<file path="config.mk">
export PLATFORM = sky130hd
export DESIGN_NAME = coin_credit_acc
export DESIGN_NICKNAME = d
export VERILOG_FILES = /design/src/rtl/coin_credit_acc.sv
export SDC_FILE = /design/constraint.sdc
export NUM_CORES = 1
export LEC_CHECK = 0
export BUFFER_PORTS_ARGS = -buffer_cell sky130_fd_sc_hd__buf_2
export CORE_ASPECT_RATIO = 1.75
export CORE_MARGIN = 8
export CORE_UTILIZATION = 33
export DETAILED_ROUTE_END_ITERATION = 7
export RECOVER_POWER = 100
export SYNTH_ARGS = -nofsm -noshare
export SYNTH_HDL_FRONTEND = slang
export SYNTH_SLANG_ARGS = --single-unit
</file>
<file path="constraint.sdc">
create_clock -name clk -period 5.4 [get_ports clk]
set_clock_uncertainty 0.1 [all_clocks]
set_input_delay 0 -clock clk [delete_from_list [all_inputs] [get_ports clk]]
set_output_delay 0 -clock clk [all_outputs]
set_load 0.03 [all_outputs]
</file>
<file path="src/rtl/coin_credit_acc.sv">
// Coin credit accumulator feeding the vending-machine FSM.
// Turns coin strobes into a running credit and drives the FSM's coin pulse
// and sufficient level. Settles each sale by issuing change, or a full
// refund on cancel.
module coin_credit_acc #(
  parameter int unsigned CREDIT_W   = 8,
  parameter int unsigned MAX_CREDIT = 200
) (
  input  logic                clk,
  input  logic                rst,
  input  logic                coin_valid,
  input  logic [1:0]          coin_value,
  input  logic [CREDIT_W-1:0] price,
  input  logic                vend_done,
  input  logic                cancel,
  output logic                coin,
  output logic                sufficient,
  output logic [CREDIT_W-1:0] credit,
  output logic                reject,
  output logic [CREDIT_W-1:0] change,
  output logic                change_valid
);

  typedef enum logic [1:0] {
    IDLE    = 2'd0,
    COLLECT = 2'd1,
    PAID    = 2'd2,
    SETTLE  = 2'd3
  } state_t;

  // One guard bit, so credit + coin can never wrap before the limit check.
  localparam logic [CREDIT_W:0] MAX_SUM = (CREDIT_W+1)'(MAX_CREDIT);

  state_t              state, state_nx;
  logic [CREDIT_W:0]   amount;
  logic [CREDIT_W:0]   sum;
  logic [CREDIT_W-1:0] credit_nx;
  logic [CREDIT_W-1:0] change_nx;
  logic                coin_nx;
  logic                reject_nx;

  // Decode the coin code into cents.
  always_comb begin
    amount = '0;
    unique case (coin_value)
      2'b00: amount = (CREDIT_W+1)'(5);
      2'b01: amount = (CREDIT_W+1)'(10);
      2'b10: amount = (CREDIT_W+1)'(25);
      2'b11: amount = (CREDIT_W+1)'(100);
      default: amount = '0;
    endcase
  end

  // Next-state, credit, change and pulse decisions.
  always_comb begin
    state_nx  = state;
    credit_nx = credit;
    change_nx = change;
    coin_nx   = 1'b0;
    reject_nx = 1'b0;
    sum       = {1'b0, credit} + amount;

    unique case (state)
      IDLE, COLLECT: begin
        if (state == COLLECT && cancel) begin
          // Cancel beats a simultaneous coin: the coin is bounced, not refunded.
          state_nx  = SETTLE;
          change_nx = credit;
          reject_nx = coin_valid;
        end else begin
          if (coin_valid) begin
            if (sum <= MAX_SUM) begin
              credit_nx = sum[CREDIT_W-1:0];
              coin_nx   = 1'b1;
            end else begin
              reject_nx = 1'b1;
            end
          end
          // Classify on the post-coin credit.
          if (credit_nx >= price && price != '0)
            state_nx = PAID;
          else if (credit_nx != '0)
            state_nx = COLLECT;
          else
            state_nx = IDLE;
        end
      end

      PAID: begin
        reject_nx = coin_valid;
        if (vend_done) begin
          // Sale completes even if cancel arrives on the same edge.
          state_nx  = SETTLE;
          change_nx = (credit >= price) ? (credit - price) : '0;
        end else if (cancel) begin
          state_nx  = SETTLE;
          change_nx = credit;
        end else if (price == '0 || price > credit) begin
          state_nx = COLLECT;
        end
      end

      SETTLE: begin
        reject_nx = coin_valid;
        credit_nx = '0;
        state_nx  = IDLE;
      end

      default: state_nx = IDLE;
    endcase
  end

  // Register state and every output so that nothing reaches the FSM combinationally.
  always_ff @(posedge clk or negedge rst) begin
    if (!rst) begin
      state        <= IDLE;
      credit       <= '0;
      change       <= '0;
      coin         <= 1'b0;
      reject       <= 1'b0;
      sufficient   <= 1'b0;
      change_valid <= 1'b0;
    end else begin
      state        <= state_nx;
      credit       <= credit_nx;
      change       <= change_nx;
      coin         <= coin_nx;
      reject       <= reject_nx;
      sufficient   <= (state_nx == PAID);
      change_valid <= (state_nx == SETTLE);
    end
  end

endmodule
</file>
==> Implementation_results.wiki, run 1 <==
{| class="wikitable"
! Metric !! Value
|-
| Horizontal die dimension || 78.0 um
|-
| Starting density of the core || 33.9%
|-
| Instance count of the mapped netlist || 276
|-
| Fraction of registers with async set or reset after synthesis || 100%
|-
| # port buffers || 34
|-
| Area overhead of the layout relative to synthesis || 13.4%
|-
| Number of different library cells in the post-synthesis netlist || 54
|-
| Clock tree from TritonCTS || done
|-
| Count of boundary I/O pins || 35
|-
| Portion of the clock cycle consumed by the worst path in the final layout || 84.2%
|-
| Num CTS Buffers || 3
|-
| Clock latency at the later pin of the worst-skew pair || 0.27 ns
|-
| Total wirelength of the detailed-routed design || 6.35 mm
|-
| Via-per-instance ratio || 5.48
|-
| Cell chosen for the clock root || sky130_fd_sc_hd__clkbuf_16
|-
| Timing-limited maximum frequency || 220 MHz
|-
| IR drop worst, VDD || 157 uV
|-
| Core Footprint || 0.00654 mm2
|-
| Number of global-route vias before repair || 2262
|-
| Count of flip-flops with a built-in enable after synthesis || 0
|-
| First-pass GRT wire length || 10.6 mm
|-
| Highest-count cells in the layout ignoring fill and taps || sky130_fd_sc_hd__nor2_1, sky130_fd_sc_hd__ha_1, sky130_fd_sc_hd__inv_1
|-
| Worst setup path class || reg2reg
|-
| Critical Path End Type || flip-flop
|-
| Site row count || 39
|-
| Leading post-synthesis cells by cell area || sky130_fd_sc_hd__dfrtp_1, sky130_fd_sc_hd__ha_1, sky130_fd_sc_hd__nor2_1, sky130_fd_sc_hd__o21ai_0, sky130_fd_sc_hd__a21oi_1
|-
| HPWL after detailed placement || 5.12 mm
|-
| Highest net fanout along the worst path || 16
|-
| Mean instance size in the synthesized netlist || 8.04 um2
|-
| Antenna violations before repair || 0
|-
| Unrepaired setup endpoints after global routing || no
|-
| Detail-routed net length per standard cell || 16.3 um
|-
| Final weighted congestion in routability-driven placement || 0.902
|-
| Clock-pin slew on the worst setup and hold paths || 0.06 ns
|-
| Cell leakage power || 1.18 nW
|-
| Setup violators final || 0
|-
| H-tree lvl count || 1
|-
| Max Transition Viols Final || 0
|-
| Final Hold Violating Endpoints || 0
|-
| Post-synth top area share || 24.8%
|-
| Setup Buffers After CTS || 0
|-
| Combined global-route utilization of all metal layers || 13.4%
|-
| Most frequently used flop master after synthesis || sky130_fd_sc_hd__dfrtp_1
|-
| Sink Count || 22
|-
| Grt ovf || 0
|-
| DRC errors left || 0
|-
| Chip Height || 124 um
|-
| Max-cap violation count || 0
|-
| Register bit count reported by yosys || 22
|-
| Required time at the worst-slack endpoint || 5.43 ns
|-
| Remaining antenna violation count || 0
|-
| Critical Path Start Type || flip-flop
|-
| Worst slew pin tran || 1.30 ns
|-
| Count of inserted antenna diode cells || 0
|-
| Post-layout nets || 351
|-
| Number of inserted filler cells in the final layout || 716
|-
| Via count || 2139
|-
| Count of synthesis-stage warnings from yosys || 0
|-
| Hold WC Path Type || in2reg
|-
| Summed instance area of the synthesized netlist || 0.00222 mm2
|-
| Fraction of final layout cells with drive strength greater than 1 || 6.82%
|-
| Number of nets in the synthesized netlist || 318
|-
| Most area-hungry cell type in the Yosys netlist || sky130_fd_sc_hd__dfrtp_1
|-
| Min Tclk post-route || 4.54 ns
|-
| Power density over cell area || 533 mW/mm2
|-
| Floorplan die area || 0.00971 mm2
|-
| Maximum count of clock buffers along a single path || 2
|-
| DR pass1 iterations || 4
|-
| Worst slew margin || 13.1%
|-
| Result of the run || finished clean
|-
| Setup TNS || 0 ns
|-
| Worst-case hold slack || 0.225 ns
|-
| Starting DRC count in detailed routing || 94
|-
| Sequential cell area fraction in the yosys report || 24.8%
|-
| Arrival time at the worst endpoint || 4.58 ns
|-
| Most common cell after layout, fill and taps aside || sky130_fd_sc_hd__nor2_1
|-
| Largest net degree at the start of global routing || 23
|}
per-layer routing:
layer	vias up	share of wire, %	track usage, %
met5	-	0	0
met4	0	4.5	9.77
met3	22	3.2	1.81
met2	44	56	26.3
met1	1010	36	11.6
li1	1063	-	-
final timing paths:
| kind | startpoint | endpoint | slack, ns | depth (start not counted) |
|---|---|---|---|---|
| worst max-delay path | credit[0] | state[1] | 0.86 | 18 |
| worst min-delay path | vend_done | change[7] | 0.22 | 4 |
| worst max register to register | credit[0] | state[1] | 0.86 | 18 |
| worst min register to register | change[2] | change[2] | 0.41 | 2 |
| max in group asynchronous | rst | credit[7] | 3.99 | 2 |
| min in group asynchronous | rst | change_valid | 0.44 | 2 |
cells in the mapped netlist (2+ instances only):
| master | number |
|---|---|
| sky130_fd_sc_hd__nor2_1 | 31 |
| sky130_fd_sc_hd__ha_1 | 25 |
| sky130_fd_sc_hd__inv_1 | 24 |
| sky130_fd_sc_hd__dfrtp_1 | 22 |
| sky130_fd_sc_hd__o21ai_0 | 20 |
| sky130_fd_sc_hd__a21oi_1 | 18 |
| sky130_fd_sc_hd__nand2_1 | 18 |
| sky130_fd_sc_hd__a221oi_1 | 7 |
| sky130_fd_sc_hd__nand3_1 | 7 |
| sky130_fd_sc_hd__a21o_1 | 6 |
| sky130_fd_sc_hd__nor2b_1 | 6 |
| sky130_fd_sc_hd__nor3_1 | 6 |
| sky130_fd_sc_hd__xnor2_1 | 6 |
| sky130_fd_sc_hd__nand2b_1 | 5 |
| sky130_fd_sc_hd__nand4_1 | 5 |
| sky130_fd_sc_hd__a22oi_1 | 4 |
| sky130_fd_sc_hd__and3_1 | 4 |
| sky130_fd_sc_hd__clkbuf_1 | 4 |
| sky130_fd_sc_hd__mux2i_1 | 4 |
| sky130_fd_sc_hd__a32oi_1 | 3 |
| sky130_fd_sc_hd__and2_1 | 3 |
| sky130_fd_sc_hd__buf_2 | 3 |
| sky130_fd_sc_hd__nor4_1 | 3 |
| sky130_fd_sc_hd__xor2_1 | 3 |
| sky130_fd_sc_hd__a211o_1 | 2 |
| sky130_fd_sc_hd__a2bb2oi_1 | 2 |
| sky130_fd_sc_hd__a31oi_1 | 2 |
| sky130_fd_sc_hd__fa_1 | 2 |
| sky130_fd_sc_hd__nand3b_1 | 2 |
| sky130_fd_sc_hd__o211ai_1 | 2 |
| sky130_fd_sc_hd__o21a_1 | 2 |
| sky130_fd_sc_hd__o21ai_1 | 2 |
| sky130_fd_sc_hd__or3_1 | 2 |
registers in the layout (all words and copies together) (netlist names):
signal and flops:
change 8, change_valid 1, coin 1, credit 8
reject 1, state 2, sufficient 1
cells by family after synthesis:
family	after synthesis	share of synthesized area [%]
compound gates	83	25.4
xor+xnor	9	3.55
fa+ha+maj	27	15.9
mux	5	2.31
simple gates	96	21.6
flops	22	24.8
buf+inv	34	6.43
critical path, stage by stage, from the launching register on:
cell	delay [ns]
sky130_fd_sc_hd__dfrtp_1	0.48
sky130_fd_sc_hd__ha_1	0.24
sky130_fd_sc_hd__inv_1	0.06
sky130_fd_sc_hd__fa_1	0.39
sky130_fd_sc_hd__nand2b_1	0.18
sky130_fd_sc_hd__a21oi_1	0.29
sky130_fd_sc_hd__o21ai_0	0.13
sky130_fd_sc_hd__and3_1	0.24
sky130_fd_sc_hd__o31ai_4	0.62
sky130_fd_sc_hd__mux2i_1	0.27
sky130_fd_sc_hd__ha_1	0.24
sky130_fd_sc_hd__nand2b_1	0.14
sky130_fd_sc_hd__a21oi_1	0.15
sky130_fd_sc_hd__nor2b_1	0.05
sky130_fd_sc_hd__o21ai_0	0.16
sky130_fd_sc_hd__a21oi_1	0.10
sky130_fd_sc_hd__o221ai_1	0.25
sky130_fd_sc_hd__a2bb2oi_1	0.22
sky130_fd_sc_hd__nand2_1	0.08
repair_timing:
item                      in CTS  in global routing
hold buffers                   3                  0
resized for setup              0                  0
hold endpoints to repair      25                  0
where the power goes:
| group | leakage [nW] | internal [mW] | total (mW) | switching (mW) |
|---|---|---|---|---|
| clock network | 0.0442 | 0.114 | 0.183 | 0.0694 |
| registers | 0.275 | 0.236 | 0.339 | 0.103 |
| logic | 0.857 | 0.300 | 0.820 | 0.520 |
| total | 1.18 | 0.649 | 1.34 | 0.692 |
through the flow:
step / area (um2) / std cells / setup slack (ns) / util [%] / power [mW]
3_3_place_gp: 2440 / 383 / 0.940 / 37.4 / 1.19
5_1_grt: 2520 / 390 / 0.394 / 38.5 / 1.46
3_5_place_dp: 2440 / 383 / 0.847 / 37.4 / 1.20
4_1_cts: 2560 / 390 / 0.833 / 39.2 / 1.39
2_1_floorplan: 2220 / 276 / 1.20 / - / 0.992
6_report: 2520 / 390 / 0.855 / 38.5 / 1.34
layout make-up:
class / count / area, um2 / area share [%]
Timing Repair Buffer: 37 / 174 / 6.91
Sequential cell: 22 / 551 / 21.9
Multi-Input combinational cell: 220 / 1510 / 59.9
Clock buffer: 4 / 88.8 / 3.53
Inverter: 25 / 93.8 / 3.73
Tap cell: 82 / 103 / 4.08
Power figures use the tool's default switching activity.
==> run 2: changes to the inputs <==
==> constraint.sdc (replaced) <==
create_clock -name clk -period 4.76 [get_ports clk]
set_clock_uncertainty 0.1 [all_clocks]
set_input_delay 0 -clock clk [delete_from_list [all_inputs] [get_ports clk]]
set_output_delay 0 -clock clk [all_outputs]
set_load 0.03 [all_outputs]
==> run 2 against run 1 <==
Effect of this change:
- critical path type unchanged
- via count increased by 0.37%
- sequential share of layout area decreased by 0.32 points
- critical path depth unchanged
- sequential cell count unchanged
- non-clock buffer count increased by 3
- largest power group unchanged
- total power increased by 15%
- die area unchanged
- global-route usage decreased by 0.15 points
- clock power increased by 8%
- clock-buffer cell count unchanged
- critical endpoint unchanged
- largest cell class unchanged
==> Implementation_results.wiki, run 2 (same netlist as run 1, synthesis figures left out) <==
{| class="wikitable"
! Metric !! Value
|-
| Site row count || 39
|-
| Worst-case hold slack || 0.215 ns
|-
| Remaining antenna violation count || 0
|-
| Worst slew margin || 17.7%
|-
| # port buffers || 34
|-
| Unrepaired setup endpoints after global routing || no
|-
| Maximum count of clock buffers along a single path || 2
|-
| Cell chosen for the clock root || sky130_fd_sc_hd__clkbuf_16
|-
| Starting DRC count in detailed routing || 83
|-
| H-tree lvl count || 1
|-
| Via count || 2147
|-
| Max-cap violation count || 0
|-
| Area overhead of the layout relative to synthesis || 15.1%
|-
| Chip Height || 124 um
|-
| Via-per-instance ratio || 5.46
|-
| Combined global-route utilization of all metal layers || 13.3%
|-
| Worst stage delay on the critical path || 0.49 ns
|-
| Antenna violations before repair || 0
|-
| Seq pwr share || 24.4%
|-
| Total wirelength of the detailed-routed design || 6.41 mm
|-
| Clock-pin slew on the worst setup and hold paths || 0.06 ns
|-
| Reg-to-reg critical path startpoint || credit[0]
|-
| DRC errors left || 0
|-
| Detail-routed net length per standard cell || 16.3 um
|-
| Critical Path End Type || flip-flop
|-
| Hold WC Path Type || in2reg
|-
| First-pass GRT wire length || 10.5 mm
|-
| Highest-count cells in the layout ignoring fill and taps || sky130_fd_sc_hd__nor2_1, sky130_fd_sc_hd__ha_1, sky130_fd_sc_hd__inv_1
|-
| Setup Buffers After CTS || 0
|-
| Post-CTS Resized || 0
|-
| IR drop worst, VDD || 154 uV
|-
| Post-layout nets || 354
|-
| Count of boundary I/O pins || 35
|-
| Final Hold Violating Endpoints || 0
|-
| Fraction of final layout cells with drive strength greater than 1 || 8.04%
|-
| Internal Power || 752 uW
|-
| Critical Path, Cell by Cell || ha_1 -> inv_1 -> fa_1 -> nand2b_1 -> a21oi_1 -> o21ai_0 -> and3_1 -> o31ai_4 -> mux2i_1 -> ha_1 -> nand2b_1 -> a21oi_1 -> nor2b_1 -> o21ai_0 -> a21oi_1 -> o221ai_1 -> a2bb2oi_1 -> nand2_1
|-
| Cell leakage power || 1.19 nW
|-
| Met1 GRT Util || 12.3%
|-
| Clock latency at the later pin of the worst-skew pair || 0.26 ns
|-
| Starting density of the core || 33.9%
|-
| Highest net fanout along the worst path || 8
|-
| Worst slew pin tran || 1.23 ns
|-
| Switching share of power || 51.4%
|-
| Timing-limited maximum frequency || 231 MHz
|-
| Critical Path Start Type || flip-flop
|-
| Count of inserted antenna diode cells || 0
|-
| Met3 layer usage reported by global route || 1.45%
|-
| HPWL after detailed placement || 5.27 mm
|-
| Power density over cell area || 605 mW/mm2
|-
| Delay-heaviest family, CP || compound AO/OA/AOI/OAI gates
|-
| GR met2 Demand/Resource || 26.0%
|-
| Max Transition Viols Final || 0
|-
| Count of buffer and inverter cells on the critical path || 1
|-
| Core Footprint || 0.00654 mm2
|-
| Library cell appearing most often on the critical path || sky130_fd_sc_hd__a21oi_1
|-
| Net Sw Power || 795 uW
|-
| Number of global-route vias before repair || 2162
|-
| Portion of the clock cycle consumed by the worst path in the final layout || 90.9%
|-
| Min Tclk post-route || 4.33 ns
|-
| Setup violators final || 0
|-
| Part of the power in the clock network || 12.8%
|-
| Biggest regs || change (8), credit (8), state (2)
|-
| Setup TNS || 0 ns
|-
| Num CTS Buffers || 3
|-
| Min-delay src || vend_done
|-
| Final weighted congestion in routability-driven placement || 0.881
|-
| Clock tree from TritonCTS || done
|-
| Horizontal die dimension || 78.0 um
|-
| Result of the run || finished clean
|-
| Beginning of the critical path || credit[0]
|-
| Hold-fix buffer count after cts || 3
|-
| Worst setup path class || reg2reg
|-
| Largest net degree at the start of global routing || 23
|-
| Global route hottest layer || met2
|-
| DR pass1 iterations || 4
|-
| Floorplan die area || 0.00971 mm2
|-
| Required time at the worst-slack endpoint || 4.78 ns
|-
| Arrival time at the worst endpoint || 4.35 ns
|-
| Grt ovf || 0
|-
| Most common cell after layout, fill and taps aside || sky130_fd_sc_hd__nor2_1
|-
| Slowest stage cell on the critical path || sky130_fd_sc_hd__dfrtp_1
|-
| Sink Count || 22
|-
| Combinational power share || 62.8%
|}
run 2: cell count changes in the layout (fill, tap and decap cells not counted):
cell                     change
sky130_fd_sc_hd__nor4_1      -1
sky130_fd_sc_hd__nor4_4      +1
sky130_fd_sc_hd__buf_4       +3
run 2: worst min-delay path, cell delays in order:
cell	delay [ns]
sky130_fd_sc_hd__buf_2	0.08
sky130_fd_sc_hd__nand2_1	0.21
sky130_fd_sc_hd__o21ai_0	0.15
sky130_fd_sc_hd__a31oi_1	0.09
run 2: path summary, 6_finish.rpt:
check	endpoint	slack, ns	cells after the start
hold reg to reg	change[2]	0.41	2
max in group asynchronous	credit[6]	3.40	2
min in group asynchronous	credit[2]	0.43	2
setup / recovery	state[1]	0.43	18
hold / removal	change[7]	0.22	4
setup reg to reg	state[1]	0.43	18
run 2: per-stage QoR:
stage	utilization, %	instance area (um2)	setup slack [ns]	cells	power (mW)
detailed placement	37.7	2470	0.451	386	1.38
finish	39.1	2550	0.435	393	1.55
floorplan	-	2220	0.557	276	1.13
global placement	37.7	2470	0.546	386	1.37
global route	39.1	2550	0.0747	393	1.68
CTS	39.5	2580	0.439	393	1.58
run 2: layout make-up:
type                    instances  area (um2)
multi-input cells             220        1520
well taps                      82         103
repair buffers                 40         196
clock buffers                   4        88.8
fillers                       692        3980
inverters                      25        93.8
flip-flops and latches         22         551
run 2: layer usage:
metal / wire, um / up-vias
met5: 0 / -
met4: 274 / 0
met3: 183 / 18
met2: 3640 / 43
met1: 2320 / 1024
li1: - / 1062
run 2: power groups by stage:
stage	Sequential, mW	Clock [mW]	Combinational (mW)
after floorplan	0.470	0	0.655
after global routing	0.392	0.206	1.09
after CTS	0.377	0.201	1.01
after detailed placement	0.380	0	1.00
after global placement	0.376	0	0.994
final	0.377	0.198	0.972
